`src/rtl/rr_arb_2x1.sv`:
```
`default_nettype none
// ============================================================================
// Module   : rr_arb_2x1
// Purpose  : Two-channel packet-aware round-robin merge into a registered output.
// Revision : 1.0
// ============================================================================
module rr_arb_2x1 #(
  parameter int WIDTH = 8
) (
  input  logic             clk,
  input  logic             rst_n,
  input  logic [WIDTH-1:0] d0,
  input  logic [WIDTH-1:0] d1,
  input  logic             d0_valid,
  input  logic             d1_valid,
  input  logic             d0_last,
  input  logic             d1_last,
  output logic             d0_ready,
  output logic             d1_ready,
  output logic [WIDTH-1:0] y,
  output logic             y_valid,
  output logic             y_last,
  input  logic             y_ready,
  output logic             s
);

  typedef enum logic [1:0] {
    IDLE  = 2'd0,
    LOCK0 = 2'd1,
    LOCK1 = 2'd2
  } state_e;

  state_e           state_q, state_d;
  logic             ptr_q, ptr_d;
  logic [WIDTH-1:0] y_q, y_d;
  logic             y_valid_q, y_valid_d;
  logic             y_last_q, y_last_d;
  logic             s_q, s_d;

  logic load_ok;
  logic grant0, grant1;
  logic ready0, ready1;
  logic xfer0, xfer1;

  always_comb begin
    load_ok = !y_valid_q || y_ready;
    grant0  = 1'b0;
    grant1  = 1'b0;
    case (state_q)
      IDLE: begin
        grant0 = d0_valid && (!d1_valid || ptr_q);
        grant1 = d1_valid && (!d0_valid || !ptr_q);
      end
      LOCK0:   grant0 = 1'b1;
      LOCK1:   grant1 = 1'b1;
      default: begin
        grant0 = 1'b0;
        grant1 = 1'b0;
      end
    endcase
    // Gated by rst_n so neither channel sees an acceptance while reset is held.
    ready0 = rst_n && load_ok && grant0;
    ready1 = rst_n && load_ok && grant1;
    xfer0  = ready0 && d0_valid;
    xfer1  = ready1 && d1_valid;
  end

  always_comb begin
    state_d   = state_q;
    ptr_d     = ptr_q;
    y_d       = y_q;
    y_valid_d = y_valid_q;
    y_last_d  = y_last_q;
    s_d       = s_q;
    if (xfer0) begin
      y_d       = d0;
      y_last_d  = d0_last;
      s_d       = 1'b0;
      y_valid_d = 1'b1;
      if (d0_last) begin
        state_d = IDLE;
        ptr_d   = 1'b0;
      end else begin
        state_d = LOCK0;
      end
    end else if (xfer1) begin
      y_d       = d1;
      y_last_d  = d1_last;
      s_d       = 1'b1;
      y_valid_d = 1'b1;
      if (d1_last) begin
        state_d = IDLE;
        ptr_d   = 1'b1;
      end else begin
        state_d = LOCK1;
      end
    end else if (y_ready) begin
      y_valid_d = 1'b0;
    end
  end

  always_ff @(posedge clk or negedge rst_n) begin
    if (!rst_n) begin
      state_q   <= IDLE;
      ptr_q     <= 1'b1;
      y_q       <= '0;
      y_valid_q <= 1'b0;
      y_last_q  <= 1'b0;
      s_q       <= 1'b0;
    end else begin
      state_q   <= state_d;
      ptr_q     <= ptr_d;
      y_q       <= y_d;
      y_valid_q <= y_valid_d;
      y_last_q  <= y_last_d;
      s_q       <= s_d;
    end
  end

  assign d0_ready = ready0;
  assign d1_ready = ready1;
  assign y        = y_q;
  assign y_valid  = y_valid_q;
  assign y_last   = y_last_q;
  assign s        = s_q;

endmodule
`default_nettype wire

```
`config.mk`:
```
export PLATFORM = sky130hd
export DESIGN_NAME = rr_arb_2x1
export DESIGN_NICKNAME = d
export VERILOG_FILES = /design/src/rtl/rr_arb_2x1.sv
export SDC_FILE = /design/constraint.sdc
export NUM_CORES = 1
export LEC_CHECK = 0
export ABC_AREA = 0
export ABC_CLOCK_PERIOD_IN_PS = 1700
export CORE_MARGIN = 3
export CORE_UTILIZATION = 39
export DETAILED_ROUTE_END_ITERATION = 12
export PLACE_DENSITY = 0.78
export SYNTH_ARGS = -nofsm -noshare
export SYNTH_HDL_FRONTEND = slang
export SYNTH_SLANG_ARGS = --single-unit
```
`constraint.sdc`:
```
create_clock -name clk -period 1.7 [get_ports clk]
set_input_delay 0.34 -clock clk [delete_from_list [all_inputs] [get_ports clk]]
set_output_delay 0.34 -clock clk [all_outputs]
set_load 0.005 [all_outputs]
```
==> results of run 1 <==
==> sequential cells by signal, indices dropped and copies added, names as in the netlist <==
signal and flops:
ptr_q 1, s 1, state_q 2, y 8, y_last 1, y_valid 1
==> logic make-up after synthesis <==
logic type             count (synthesis)
and+or+nand+nor                       25
AOI/OAI and AO/OA                     19
muxes                                  8
buffers and inverters                  5
DFF                                   14
==> critical path, delay by kind of cell <==
kind	cells	cell delay [ps]
compound gates	2	300
buf+inv	3	850
mux	1	240
simple gates	1	70
==> power by group through the flow <==
stage	combinational, mW	sequential [mW]	clock, mW
2_1_floorplan	0.362	0.606	0
3_3_place_gp	0.815	0.595	0
3_5_place_dp	0.837	0.607	0
4_1_cts	0.852	0.606	0.192
5_1_grt	0.939	0.633	0.206
6_report	0.862	0.607	0.188
==> metal layers <==
metal,GRT usage (%),up-vias,routed length (µm)
met5,0,-,0
met4,4.27,0,5
met3,2.45,2,84
met2,27.9,21,1080
met1,20.9,337,794
li1,-,357,-
==> final timing paths <==
path | start | cells after the start | end
worst max-delay path | d1_valid | 7 | y[6]$_DFFE_PN0P_
worst min-delay path | rst_n | 2 | s$_DFFE_PN0P_
worst max register to register | state_q[0]$_DFFE_PN0P_ | 5 | y[6]$_DFFE_PN0P_
worst min register to register | y[4]$_DFFE_PN0P_ | 2 | y[4]$_DFFE_PN0P_
max in group asynchronous | rst_n | 3 | ptr_q$_DFFE_PN1P_
min in group clk | y[4]$_DFFE_PN0P_ | 2 | y[4]$_DFFE_PN0P_
==> cell usage in the layout, fill, tap and decap left out, drive strengths merged, types with 2 or more instances in the layout <==
cell type,count
a21oi,14
mux2i,8
dfrtp,13
clkbuf,4
nand2,2
clkdlybuf4s50,30
nand2b,4
nor2,11
buf,19
nor3,5
dlymetal6s2s,2
inv,2
==> stage by stage <==
stage                     utilization, %  cells  hold slack (ps)  cell area, µm²
final                               73.3    150             69.0            1280
after global routing                73.3    150             72.9            1280
after CTS                           70.3    145              473            1230
after detailed placement            67.9    141              516            1180
after global placement              67.9    141              505            1180
after floorplan                        -     71             44.4             732
==> layout make-up <==
| class | count | share of cell area, % |
|---|---|---|
| repair buffers | 53 | 38.5 |
| flip-flops and latches | 14 | 27.5 |
| well taps | 25 | 2.44 |
| multi-input cells | 52 | 28.9 |
| clock buffers | 4 | 2.05 |
| inverters | 2 | 0.587 |
==> what timing repair did <==
item | CTS | global route
setup buffers | 0 | 5
endpoints found under the setup margin | 2 | 14
gates resized for setup | 12 | 5
pin swaps | 1 | 0
==> impl_metrics.py, run 1 <==
metrics = {
    "cts": {
        "clock_latency_ps": 270,
        "h-tree-depth": 1,
        "cts_tree": "yes",
        "clk_pin_slew_ps": 80,
        "cts_hold_buf": 0,
        "clock_path_buffers": 2,
        "cts_sinks": 14,
        "root_buffer": "clkbuf_4",
        "cts_made_buffers": 3,
    },
    "global_route": {
        "grt_pass1_vias": 702,
        "track_usage_pct": 16.2,
        "antenna_found_initial": 0,
        "grt_pass1_wl_um": 3120,
        "grt_start_max_net_pins": 16,
        "grt_overflow": 0,
    },
    "sta": {
        "finalHoldViolations": 0,
        "fin_ws_ps": 47.9,
        "fin_tns_setup_ps": 0,
        "fin_crit_ps": 1650,
        "slew_headroom_pct": 78.9,
        "finalSetupViolCount": 0,
        "post-route-period-util_pct": 97.2,
        "fin_skew_ps": 6.15,
        "fmax_mhz": 605,
        "worst_pin_slew_ps": 312,
        "slew_violations": 0,
    },
    "setup_path": {
        "worst_path_most_repeated_cell": "buf_4",
        "slowest_stage": "clkdlybuf4s50_1",
        "worstPathCellList": "clkdlybuf4s50_1 -> buf_4 -> nand2b_4 -> o21bai_1 -> buf_4 -> mux2i_1 -> a21oi_1",
        "crit_type": "input pin to flip-flop",
        "crit_required_ps": 1850,
        "ff2ff_setup_slack_ps": 240,
        "worstSetupEndpointType": "flip-flop",
        "path_max_fanout": 5,
        "crit_path_max_incr_delay_ps": 520,
        "cp-start-kind": "input pin",
        "worstPathArrival_ps": 1810,
    },
    "detailed_routing": {
        "wl_per_cell_um": 13.1,
        "dr.pass1.iters": 4,
        "routed_wl_um": 1970,
        "drc": 0,
        "vias_per_cell": 4.78,
        "antenna_left": 0,
        "vias": 717,
        "drtIter0Drc": 6,
    },
    "yosys": {
        "seq_area_frac_synth_pct": 48.0,
        "syn-num-nets": 94,
        "synth_compound_area_share_pct": 16.9,
        "synth_common_cells": "a21oi_1, dfrtp_1, nor2_1, mux2i_1, nor3_1",
        "synth-xor-area-share_pct": 0,
        "synthAdderAreaFrac_pct": 0,
        "synth-simple-area-share_pct": 19.5,
        "muxShareOfSynthArea_pct": 10.9,
        "syn_inst": 71,
        "synthesis.area_um2": 732,
        "synth_area_leaders": "dfrtp_1, mux2i_1, a21oi_1, nor2_1, nand2b_4",
        "synthArstFlopShare_pct": 100,
        "ys_warn_count": 0,
        "synth.avg_cell_area_um2": 10.3,
        "synth_top_family_by_area": "simple AND/OR/NAND/NOR gates",
        "synth_edf_count": 0,
        "ys.flop_type": "dfrtp_1",
        "yosys.area.top_type_share_pct": 44.4,
        "ys_types": 22,
        "synth_top_area_cell": "dfrtp_1",
        "synth-seq-cells": 14,
    },
    "die": {
        "core_um2": 1750,
        "die_w_um": 49.3,
        "fp.dieH_um": 49.3,
        "fp-row-count": 15,
        "dieArea_um2": 2430,
        "pin_count": 36,
        "start_util_pct": 41.9,
    },
    "finish": {
        "nNetsFinal": 149,
        "area_growth_pct": 74.9,
        "multi_input_area_um2": 370,
        "drive_above_1_share_pct": 28.8,
        "diodes": 0,
        "area.sequential_um2": 352,
        "fillers": 136,
    },
    "power_and_ir_drop": {
        "intPower_mw": 1.12,
        "switching_share_pct": 32.6,
        "p_switching_mw": 0.541,
        "powerDensity_nw_per_um2": 1300,
        "combPwrFrac_pct": 52.0,
        "sequentialPowerShare_pct": 36.6,
        "pwr-share-clk_pct": 11.3,
        "p_leak_nw": 0.594,
        "power_mw": 1.66,
        "ir_drop_mv": 0.802,
    },
    "min_path": {
        "hold_path.class": "input pin to asynchronous set/reset pin",
    },
    "place": {
        "preCtsSetupSlack_ps": -404,
        "dp.final_hpwl_um": 1480,
        "place_congestion": 0.747,
        "portBuffers": 35,
    },
    "job": {
        "drv_cap": 0,
    },
    "outcome": {
        "outcome": "finished clean",
    },
}
No activity file was read; power rests on OpenSTA's default activity.
==> run 2, diff against run 1 <==
--- a/config.mk
+++ b/config.mk
@@ -6,7 +6,7 @@
 export NUM_CORES = 1
 export LEC_CHECK = 0
 export ABC_AREA = 0
-export ABC_CLOCK_PERIOD_IN_PS = 1700
+export ABC_CLOCK_PERIOD_IN_PS = 1710
 export CORE_MARGIN = 3
 export CORE_UTILIZATION = 39
 export DETAILED_ROUTE_END_ITERATION = 12
==> constraint.sdc (replaced) <==
create_clock -name clk -period 1.71 [get_ports clk]
set_input_delay 0.342 -clock clk [delete_from_list [all_inputs] [get_ports clk]]
set_output_delay 0.342 -clock clk [all_outputs]
set_load 0.005 [all_outputs]
==> run 2 against run 1 <==
  * Global-route usage shrank 0.065 points
  * Worst hold slack lost 5.9 ps
  * Sequential share of layout area grew 0.16 points
  * Utilization shrank 0.43 points
  * Final area shrank 0.59%
  * Setup slack gained 15 ps
  * Power shrank 1.4%
==> impl_metrics.py, run 2 (same netlist as run 1, synthesis figures left out) <==
metrics = {
    "job": {
        "drv_cap": 0,
    },
    "global_route": {
        "grt_start_max_net_pins": 16,
        "grtUsageMet2_pct": 27.0,
        "grt_overflow": 0,
        "grtUsageMet3_pct": 3.98,
        "grt_pass1_wl_um": 3070,
        "track_usage_pct": 16.1,
        "grt_busiest_layer": "met2",
        "antenna_found_initial": 0,
        "grt_pass1_vias": 706,
        "met1_usage_pct": 20.5,
    },
    "detailed_routing": {
        "vias": 701,
        "drc": 0,
        "dr.pass1.iters": 4,
        "vias_per_cell": 4.67,
        "antenna_left": 0,
        "routed_wl_um": 1930,
        "wl_per_cell_um": 12.9,
        "drtIter0Drc": 4,
    },
    "die": {
        "pin_count": 36,
        "core_um2": 1750,
        "die_w_um": 49.3,
        "fp-row-count": 15,
        "fp.dieH_um": 49.3,
        "start_util_pct": 41.9,
        "dieArea_um2": 2430,
    },
    "cts": {
        "root_buffer": "clkbuf_4",
        "cts_tree": "yes",
        "cts_sinks": 14,
        "h-tree-depth": 1,
        "clock_path_buffers": 2,
        "clock_latency_ps": 280,
        "cts_made_buffers": 3,
        "clk_pin_slew_ps": 90,
    },
    "finish": {
        "area.sequential_um2": 352,
        "final_util_pct": 72.9,
        "diodes": 0,
        "finalInstanceArea_um2": 1270,
        "final_common_cell": "clkdlybuf4s50_1",
        "largest_reg_flops": 8,
        "drive_above_1_share_pct": 27.2,
        "area_growth_pct": 73.8,
        "multi_input_area_um2": 363,
        "nNetsFinal": 149,
        "fillers": 137,
        "final_cell_mix": "clkdlybuf4s50_1, buf_4, dfrtp_1",
    },
    "setup_path": {
        "r2r_end": "y[1]$_DFFE_PN0P_",
        "ff2ff_setup_slack_ps": 300,
        "path_max_fanout": 3,
        "timing.rr.start": "state_q[0]$_DFFE_PN0P_",
        "rr_worst_depth": 5,
        "crit_required_ps": 1370,
        "crit_type": "flip-flop to output pin",
        "worstPathArrival_ps": 1310,
        "cp-start-kind": "flip-flop",
        "worstSetupEndpointType": "output pin",
    },
    "power_and_ir_drop": {
        "ir_drop_mv": 0.762,
        "p_switching_mw": 0.528,
        "p_leak_nw": 0.591,
        "pwr-share-clk_pct": 11.7,
        "switching_share_pct": 32.3,
        "combPwrFrac_pct": 51.6,
        "sequentialPowerShare_pct": 36.6,
        "powerDensity_nw_per_um2": 1280,
        "intPower_mw": 1.11,
        "power_mw": 1.63,
    },
    "sta": {
        "slew_headroom_pct": 78.1,
        "slew_violations": 0,
        "fin_skew_ps": 11.2,
        "post-route-period-util_pct": 96.3,
        "fmax_mhz": 607,
        "finalHoldViolations": 0,
        "worst_pin_slew_ps": 324,
        "fin_crit_ps": 1650,
        "finalSetupViolCount": 0,
        "fin_ws_ps": 62.5,
    },
    "place": {
        "preCtsSetupSlack_ps": -409,
        "dp.final_hpwl_um": 1450,
        "portBuffers": 35,
        "dpl_cell_area_um2": 1180,
        "place_congestion": 0.747,
    },
    "outcome": {
        "outcome": "finished clean",
    },
    "min_path": {
        "hold_path.class": "input pin to asynchronous set/reset pin",
    },
}
## run 2: how the worst max path moves through the flow
stage,from,endpoint,depth (start not counted),slack (ps)
6_report,y_valid$_DFFE_PN0P_,d1_ready,4,60
4_1_cts,d0_valid,d1_ready,5,2
3_3_place_gp,y_ready,d1_ready,5,-380
5_1_grt,y_valid$_DFFE_PN0P_,d1_ready,4,-40
2_1_floorplan,y_valid$_DFFE_PN0P_,d1_ready,4,360
3_5_place_dp,y_ready,d1_ready,5,-410
## run 2: cell type report
| class | instances | area share [%] |
|---|---|---|
| Timing Repair Buffer | 53 | 38.7 |
| Inverter | 2 | 0.590 |
| Sequential cell | 14 | 27.6 |
| Tap cell | 25 | 2.46 |
| Multi-Input combinational cell | 52 | 28.5 |
| Clock buffer | 4 | 2.06 |
## run 2: what timing repair did
| item | 4_1_cts | 5_1_grt |
|---|---|---|
| hold buffers | 0 | 0 |
| resized for setup | 8 | 7 |
| pin swaps | 2 | 2 |
| buffers inserted | 0 | 5 |
| setup endpoints to repair | 2 | 15 |
## run 2: worst max-delay path, cell delays in order, from the launching register on
cell and delay [ps]:
dfrtp_1 380, nor2b_4 130, nand2b_4 140, nor3_2 150
clkdlybuf4s15_2 220
## run 2: metal layers
metal | share of wire (%) | wire length, µm
met2 | 53 | 1030
met5 | 0 | 0
met1 | 43 | 822
met4 | 0 | 0
met3 | 4.2 | 81
## run 2: per-stage QoR
stage / hold slack, ps / TNS [ps] / instances
6_report: 63.1 / 0 / 150
5_1_grt: 77.7 / -40.2 / 150
4_1_cts: 477 / 0 / 145
3_5_place_dp: 516 / -2620 / 141
3_3_place_gp: 505 / -2200 / 141
2_1_floorplan: 46.4 / 0 / 71
## run 2: power by group through the flow
stage / Clock [mW] / Sequential [mW] / Combinational, mW
finish: 0.191 / 0.599 / 0.844
global route: 0.205 / 0.624 / 0.927
CTS: 0.191 / 0.597 / 0.836
detailed placement: 0 / 0.603 / 0.832
global placement: 0 / 0.592 / 0.811
floorplan: 0 / 0.602 / 0.360
==> run 3, diff against run 2 <==
--- a/config.mk
+++ b/config.mk
@@ -10,7 +10,9 @@
 export CORE_MARGIN = 3
 export CORE_UTILIZATION = 39
 export DETAILED_ROUTE_END_ITERATION = 12
+export GPL_TIMING_DRIVEN = 0
 export PLACE_DENSITY = 0.78
+export SLEW_MARGIN = 20
 export SYNTH_ARGS = -nofsm -noshare
 export SYNTH_HDL_FRONTEND = slang
 export SYNTH_SLANG_ARGS = --single-unit
==> run 3 against run 2 <==
  * Global-route usage decreased by 0.66 points
  * Worst hold slack better by 12 ps
  * Critical path depth unchanged
  * Sequential power is 1% higher
  * Routed wire length fell by 8.4%
  * Highest routed layer unchanged
  * Clock-buffer cell count did not move
==> impl_metrics.py, run 3 (same netlist as run 1, synthesis figures left out) <==
metrics = {
    "outcome": {
        "outcome": "finished clean",
    },
    "sta": {
        "finalSetupViolCount": 0,
        "fmax_mhz": 612,
        "fin_skew_ps": 7.49,
        "fin_ws_ps": 77.2,
        "worst_pin_slew_ps": 476,
        "fin_crit_ps": 1630,
        "rsz0062_at_grt": "false",
        "post-route-period-util_pct": 95.5,
        "whs_ps": 75.2,
        "slew_headroom_pct": 68.2,
        "finalHoldViolations": 0,
        "slew_violations": 0,
    },
    "setup_path": {
        "worstSetupEndpointType": "output pin",
        "worstSetupStartpoint": "y_valid$_DFFE_PN0P_",
        "timing.rr.start": "y_valid$_DFFE_PN0P_",
        "rr_worst_depth": 5,
        "cp-start-kind": "flip-flop",
        "worstPathArrival_ps": 1290,
        "crit_type": "flip-flop to output pin",
        "path_max_fanout": 8,
        "crit_required_ps": 1370,
        "endpoint": "d1_ready",
        "ff2ff_setup_slack_ps": 170,
        "r2r_end": "state_q[0]$_DFFE_PN0P_",
    },
    "global_route": {
        "grt_start_max_net_pins": 17,
        "grt_pass1_wl_um": 2990,
        "grt_pass1_vias": 683,
        "grt_overflow": 0,
        "antenna_found_initial": 0,
        "track_usage_pct": 15.5,
    },
    "die": {
        "core_um2": 1750,
        "fp.dieH_um": 49.3,
        "dieArea_um2": 2430,
        "pin_count": 36,
        "start_util_pct": 41.9,
        "fp-row-count": 15,
        "die_w_um": 49.3,
    },
    "cts": {
        "clock_latency_ps": 270,
        "h-tree-depth": 1,
        "cts_tree": "yes",
        "root_buffer": "clkbuf_4",
        "cts_sinks": 14,
        "cts_made_buffers": 3,
        "cts_hold_buf": 0,
        "clock_path_buffers": 2,
        "clk_pin_slew_ps": 90,
    },
    "job": {
        "drv_cap": 0,
    },
    "detailed_routing": {
        "routed_wl_um": 1770,
        "vias_per_cell": 4.90,
        "antenna_left": 0,
        "drtIter0Drc": 2,
        "wl_per_cell_um": 13.0,
        "vias": 666,
        "drc": 0,
        "dr.pass1.iters": 3,
    },
    "power_and_ir_drop": {
        "powerDensity_nw_per_um2": 1360,
        "ir_drop_mv": 0.890,
        "p_leak_nw": 0.511,
    },
    "finish": {
        "final_cell_mix": "clkdlybuf4s50_1, dfrtp_1, a21oi_1",
        "area_growth_pct": 59.5,
        "drive_above_1_share_pct": 20.7,
        "final_common_cell": "clkdlybuf4s50_1",
        "finalInstanceArea_um2": 1170,
        "nNetsFinal": 135,
        "diodes": 0,
        "largest_reg_flops": 8,
    },
    "place": {
        "portBuffers": 35,
        "preCtsSetupSlack_ps": -976,
        "dpl_cell_area_um2": 1110,
        "place_congestion": 0.731,
        "dp.final_hpwl_um": 1330,
    },
    "min_path": {
        "hold_path.class": "input pin to asynchronous set/reset pin",
    },
}
## run 3: worst max-delay path, cell delays in order (launching register included)
cell             delay [ps]
dfrtp_1                 380
nor2b_4                 130
nand2b_4                170
nor3_2                  110
clkdlybuf4s15_2         220
## run 3: metrics by stage
stage / std cells / power (mW) / setup TNS, ps / util [%]
after global placement: 131 / 1.35 / -10940 / 63.8
after CTS: 136 / 1.60 / 0 / 66.9
after detailed placement: 131 / 1.37 / -11240 / 63.8
final: 136 / 1.59 / 0 / 66.9
after floorplan: 71 / 0.962 / 0 / -
after global routing: 136 / 1.69 / 0 / 66.9
## run 3: where the power goes
part / switching [mW] / internal (mW)
Clock: 0.104 / 0.0902
Sequential: 0.113 / 0.492
Combinational: 0.303 / 0.485
Total: 0.520 / 1.07
## run 3: area by class of cell
| cell class | instances | area [µm²] |
|---|---|---|
| repair buffers | 37 | 358 |
| multi-input cells | 52 | 370 |
| flip-flops and latches | 14 | 352 |
| well taps | 25 | 31.3 |
| plain buffers | 2 | 22.5 |
| fillers | 159 | 578 |
| inverters | 2 | 7.51 |
| clock buffers | 4 | 26.3 |
## run 3: metal layers
layer | up-vias | GRT usage [%] | part of all wire [%]
met5 | - | 0 | 0
met4 | 0 | 4.27 | 0
li1 | 328 | - | -
met1 | 317 | 17.8 | 41
met2 | 21 | 28.1 | 53
met3 | 0 | 3.67 | 6.0
## run 3: worst min path at each step
stage	start	end	slack, ps
after floorplan	rst_n	s$_DFFE_PN0P_	50
after global placement	s$_DFFE_PN0P_	s$_DFFE_PN0P_	510
after detailed placement	y[1]$_DFFE_PN0P_	y[1]$_DFFE_PN0P_	520
after CTS	rst_n	y[2]$_DFFE_PN0P_	90
after global routing	rst_n	y_valid$_DFFE_PN0P_	90
final	rst_n	y_valid$_DFFE_PN0P_	80
## run 3: repair_timing
action,in CTS,in global routing
gates cloned,0,0
buffers inserted,2,0
setup endpoints to repair,16,9
gates resized for setup,15,4
pin swaps,0,3
